===== src/rtl/apb4_mem_slv_ws.sv =====
// APB4 memory completer with alignment/range checks, fixed wait states and a privileged-write region.
// Errors and read data are presented on the final access cycle only.
module apb4_mem_slv_ws #(
  parameter int DATA_WIDTH  = 32,
  parameter int ADDR_WIDTH  = 32,
  parameter int MEM_DEPTH   = 64,
  parameter int WAIT_STATES = 2,
  parameter int PROT_WORDS  = 4
) (
  input  logic                      PCLK,
  input  logic                      PRESET,
  input  logic [ADDR_WIDTH-1:0]     PADDR,
  input  logic                      PSEL,
  input  logic                      PENABLE,
  input  logic                      PWRITE,
  input  logic [DATA_WIDTH-1:0]     PWDATA,
  input  logic [DATA_WIDTH/8-1:0]   PSTRB,
  input  logic [2:0]                PPROT,
  output logic                      PREADY,
  output logic [DATA_WIDTH-1:0]     PRDATA,
  output logic                      PSLVERR
);

  localparam int STRB_WIDTH = DATA_WIDTH / 8;
  localparam int ADDR_LSB   = $clog2(STRB_WIDTH);
  localparam int WORD_ADDR  = $clog2(MEM_DEPTH);
  localparam logic [ADDR_WIDTH:0]   MEM_BYTES  = (ADDR_WIDTH+1)'(MEM_DEPTH * STRB_WIDTH);
  localparam logic [ADDR_WIDTH-1:0] ALIGN_MASK = ADDR_WIDTH'(STRB_WIDTH - 1);
  localparam logic [3:0]            WS         = 4'(WAIT_STATES);

  typedef enum logic {IDLE, ACCESS} state_t;

  state_t                 state, state_nxt;
  logic [3:0]             cnt;
  logic [WORD_ADDR-1:0]   idx, idx_q;
  logic                   err_q;
  logic [DATA_WIDTH-1:0]  rdata_q;
  logic [DATA_WIDTH-1:0]  mem [MEM_DEPTH];

  logic setup, ready, commit;
  logic out_of_range, misaligned, prot_hit, err_setup;

  assign idx          = PADDR[ADDR_LSB +: WORD_ADDR];
  assign setup        = (state == IDLE) && PSEL && !PENABLE;
  assign out_of_range = {1'b0, PADDR} >= MEM_BYTES;
  assign misaligned   = |(PADDR & ALIGN_MASK);
  assign prot_hit     = 32'(idx) < PROT_WORDS;
  assign err_setup    = out_of_range || misaligned || (PWRITE && prot_hit && !PPROT[0]);
  assign ready        = (state == ACCESS) && (cnt == 4'd0);
  assign commit       = ready && PSEL && PENABLE && PWRITE && !err_q;

  always_ff @(posedge PCLK or posedge PRESET) begin
    if (PRESET) state <= IDLE;
    else        state <= state_nxt;
  end

  always_comb begin
    state_nxt = state;
    case (state)
      IDLE:    if (PSEL && !PENABLE) state_nxt = ACCESS;
      ACCESS:  if (!PSEL || (PENABLE && ready)) state_nxt = IDLE;
      default: state_nxt = IDLE;
    endcase
  end

  always_comb begin
    PREADY  = ready;
    PSLVERR = ready && err_q;
    PRDATA  = (ready && !PWRITE && !err_q) ? rdata_q : '0;
  end

  always_ff @(posedge PCLK or posedge PRESET) begin
    if (PRESET) begin
      cnt     <= '0;
      idx_q   <= '0;
      err_q   <= 1'b0;
      rdata_q <= '0;
    end else if (setup) begin
      cnt   <= WS;
      idx_q <= idx;
      err_q <= err_setup;
      if (!PWRITE) rdata_q <= mem[idx];
    end else if (state == ACCESS && cnt != 4'd0) begin
      cnt <= cnt - 4'd1;
    end
  end

  // Memory is not reset, but a reset edge must never let a pending write land.
  always_ff @(posedge PCLK) begin
    if (!PRESET && commit) begin
      for (int i = 0; i < STRB_WIDTH; i++)
        if (PSTRB[i]) mem[idx_q][8*i +: 8] <= PWDATA[8*i +: 8];
    end
  end

endmodule


===== config.mk =====
export PLATFORM = sky130hd
export DESIGN_NAME = apb4_mem_slv_ws
export DESIGN_NICKNAME = d
export VERILOG_FILES = /design/src/rtl/apb4_mem_slv_ws.sv
export SDC_FILE = /design/constraint.sdc
export NUM_CORES = 2
export LEC_CHECK = 0
export BUFFER_PORTS_ARGS = -buffer_cell sky130_fd_sc_hd__buf_2
export CORE_MARGIN = 1
export CORE_UTILIZATION = 40
export CTS_CLUSTER_SIZE = 14
export DETAILED_ROUTE_END_ITERATION = 10
export SKIP_CTS_REPAIR_TIMING = 1
export SYNTH_ARGS = -nofsm -noshare
export SYNTH_HDL_FRONTEND = slang
export SYNTH_SLANG_ARGS = --single-unit
export TNS_END_PERCENT = 1

===== constraint.sdc =====
create_clock -name PCLK -period 3.1 [get_ports PCLK]
set_clock_uncertainty 0.05 [all_clocks]
set_input_delay 0.465 -clock PCLK [delete_from_list [all_inputs] [get_ports PCLK]]
set_output_delay 0.465 -clock PCLK [all_outputs]
set_load 0.05 [all_outputs]

==> metrics.txt <==
Avg Inst Size Synth=19.9 µm²; crit-path max FO=9; htree depth=4; CP Capture Type=output port; RD Place Congestion=0.885; CP dominant cell by count=buf_6; clk_lat worst skew=0.86 ns; status=complete, but fails checks; fraction of layout cells with a size suffix above 1=29.5%; IO buf count=107; Fin. Hold Viols=0; slowest stage delay, CP=0.41 ns; post-synthesis compound-gate area fraction=3.86%; Slew @ Worst Pin=1.46 ns; Post-DP Area=88900 µm²; r2r setup slk=0.38 ns; vias in the first global route=42.6k; crit path max-delay cell type=dfrtp_1; register area share after synthesis=77.1%; Pre-Repair DR Iteration Count=6; main combinational cell family by area after synthesis=multiplexers; crit path from=cnt[1]; Clock Sinks=2092; Synth cell types=55; P_int=46.2 mW; CTS clk-pin slew, worst paths=0.06 ns; Post-Synth Simple-Gate Area=3.43%; post-DR vias/cell=5.72; adder-cell share of the synthesized area=0.0308%; NetSw=13.1 mW; maxcap violations=1; Max Slew Vio Count=0; NumNets Final=4785; critical path cell sequence=inv_2 -> ha_4 -> nor3b_4 -> nand2_2 -> nor3_4 -> buf_6 -> clkbuf_16 -> and2_4 -> buf_6 -> buf_12; CTS tree=yes; worst vdd ir=536 µV; r2r startpoint=idx_q[0]; sequential share of power=53.1%; GRT Resource Usage Total=21.8%; CP Class=reg -> out; number of synthesized flops with an enable pin=2048; DP Cell Count=7149; part of the cycle the worst path needs=111%; Hold Slack=0.0543 ns; vias=43.3k; final worst slack=-0.326 ns; Switching Fraction=22.0%; Root Driver=clkbuf_16; Die Width=453 µm; hpwl dp=151000 µm; mapped cell area=81200 µm²; worst relative slew slack=2.11%; power density over cell area=618 nW/µm²; power share of the combinational group=5.6%; residual DRC count=0; row count=165; Yosys reg bits=2092; Ports=110; Syn. warnings=0; final setup vio count=32; hold path startpoint=PWDATA[20]; die area=205000 µm²; initial cell density of the core=40.2%; crit start category=flip-flop; RSZ-0062 raised after global routing=true; final std cells w/o fill=7573; Overflow after GRT=0; Clock power frac=41.2%; first-pass GRT wire length=317000 µm; mux share of post-synthesis cell area=14.0%; min cycle time layout=3.43 ns; Final Cell Area=96000 µm²; XOR/XNOR Fraction of Synth Area=0.0216%; f_max=0.292 GHz; Core Area=202000 µm²; crit path DAT=2.91 ns; CTS max path bufs=3; setup_tns=-7.13 ns; Power Total=59.3 mW; final antenna-violating net count=0; Critical Path RT=2.58 ns; Syn Nets=4165; largest net degree at the start of global routing=65; Initial DRC Count=5236; initial antenna violation count=25; WL final=226000 µm; failing checks=capacitance limit, setup timing; Post-Synthesis Cells=4087; leakage=31.1 nW; CTS Buf Count=210; predominant post-synthesis flop cell=edfxtp_1; DR WL/cell=29.8 µm; ys async rst share=2.10%; Die Ht=453 µm; synth-to-layout area growth=18.2%; Worst Hold Class=in -> reg
==> area by class of cell <==
type                            count  area (µm²)
Tap cell                         2672        3340
Timing Repair Buffer              658        5790
Clock inverter                    116         973
Fill cell                       16700      106000
Inverter                            6        26.3
Clock buffer                      277        5680
Antenna cell                       13        32.5
Multi-Input combinational cell   1739       17500
Sequential cell                  2092       62600
==> metal layers <==
| layer | GRT usage [%] | vias up | wire length (µm) |
|---|---|---|---|
| li1 | - | 18100 | - |
| met1 | 29.9 | 23000 | 90800 |
| met2 | 34.8 | 1883 | 108000 |
| met3 | 4.44 | 390 | 19100 |
| met4 | 7.48 | 4 | 7670 |
| met5 | 0 | - | 25 |
==> registers in the layout, summed over array words and instances (netlist names) <==
signal and count:
err_q 1, rdata_q 32, cnt 4, idx_q 6, state 1, mem 2048
==> synth_stat cells (5+ instances only) <==
cell type  count  share of area (%)
o21ai_0       32               0.20
buf_2         50               0.31
nor3b_1        8              0.074
nor4_1         6              0.046
mux2i_1      208                2.6
nor2b_1        8              0.062
dfrtp_1       44                1.4
mux2_2        61               0.85
nand4_1        8              0.062
and2_1        35               0.27
buf_4         37               0.34
edfxtp_1    2048                 76
nor3_1        11              0.068
a31oi_1       25               0.19
buf_1         14              0.065
o22ai_1       14               0.11
nand3_1       62               0.38
a221oi_1      17               0.18
buf_6         14               0.19
and4_1        23               0.25
o2111ai_1      6              0.065
nand2_1      112               0.52
o32a_1         8              0.099
a21oi_1      127               0.78
nand2b_1       5              0.039
clkbuf_1     135               0.62
mux4_2       382                 11
inv_1          5              0.023
a22oi_1      224                2.1
nor2_1       321                1.5
==> cells by family (layout without fill, tap and decap cells) <==
logic type | count (synthesis) | after routing
XOR/XNOR | 2 | 2
other | 0 | 13
multiplexers | 651 | 651
buffers and inverters | 256 | 1057
adder cells (fa/ha/maj) | 2 | 2
flip-flops | 2092 | 2092
AO/OA/AOI/OAI | 467 | 467
AND/OR/NAND/NOR | 617 | 617
==> final timing paths <==
check	to	cells past startpoint
min in group asynchronous	cnt[1]	4
min	mem[32][20]	1
min reg2reg	cnt[1]	1
max in group asynchronous	rdata_q[1]	4
max reg2reg	mem[45][5]	5
max	PRDATA[4]	10
==> cells in the final DEF, fill, tap and decap left out, drive strengths merged, types with 5 or more instances in the layout <==
| cell type | instances |
|---|---|
| nand2b | 5 |
| nor2b | 8 |
| a21oi | 127 |
| clkinv | 97 |
| mux2i | 208 |
| o22ai | 14 |
| and2 | 36 |
| nor4 | 6 |
| and4 | 23 |
| inv | 12 |
| nor3b | 9 |
| nand4 | 8 |
| a221oi | 19 |
| dfrtp | 44 |
| a22oi | 224 |
| clkbuf | 279 |
| mux4 | 382 |
| nand3 | 62 |
| a31oi | 25 |
| buf | 649 |
| nand2 | 112 |
| o2111ai | 6 |
| o32a | 8 |
| nor3 | 11 |
| dlygate4sd3 | 7 |
| mux2 | 61 |
| nor2 | 322 |
| diode | 13 |
| bufinv | 11 |
| o21ai | 32 |
| edfxtp | 2048 |
==> critical path: cells and delay by family, from the launching register on <==
family        cells  cell delay [ns]
fa+ha+maj         1             0.12
simple gates      4             0.83
buf+inv           5             0.70
flops             1             0.41
==> stage by stage <==
| stage | util [%] | setup WS (ns) |
|---|---|---|
| 6_report | 47.5 | -0.326 |
| 4_1_cts | 47.3 | -0.453 |
| 3_3_place_gp | 44.0 | 0.205 |
| 2_1_floorplan | - | 0.418 |
| 3_5_place_dp | 44.0 | 0.178 |
| 5_1_grt | 47.5 | -0.408 |
==> power groups by stage <==
stage / sequential [mW] / combinational (mW) / clock [mW]
floorplan: 31.8 / 1.66 / 0
global placement: 32.1 / 3.19 / 0
detailed placement: 32.1 / 3.24 / 0
CTS: 31.5 / 3.24 / 24.8
global route: 31.5 / 3.51 / 25.8
finish: 31.5 / 3.33 / 24.5
Note: power is estimated with default switching activity, not from simulation.
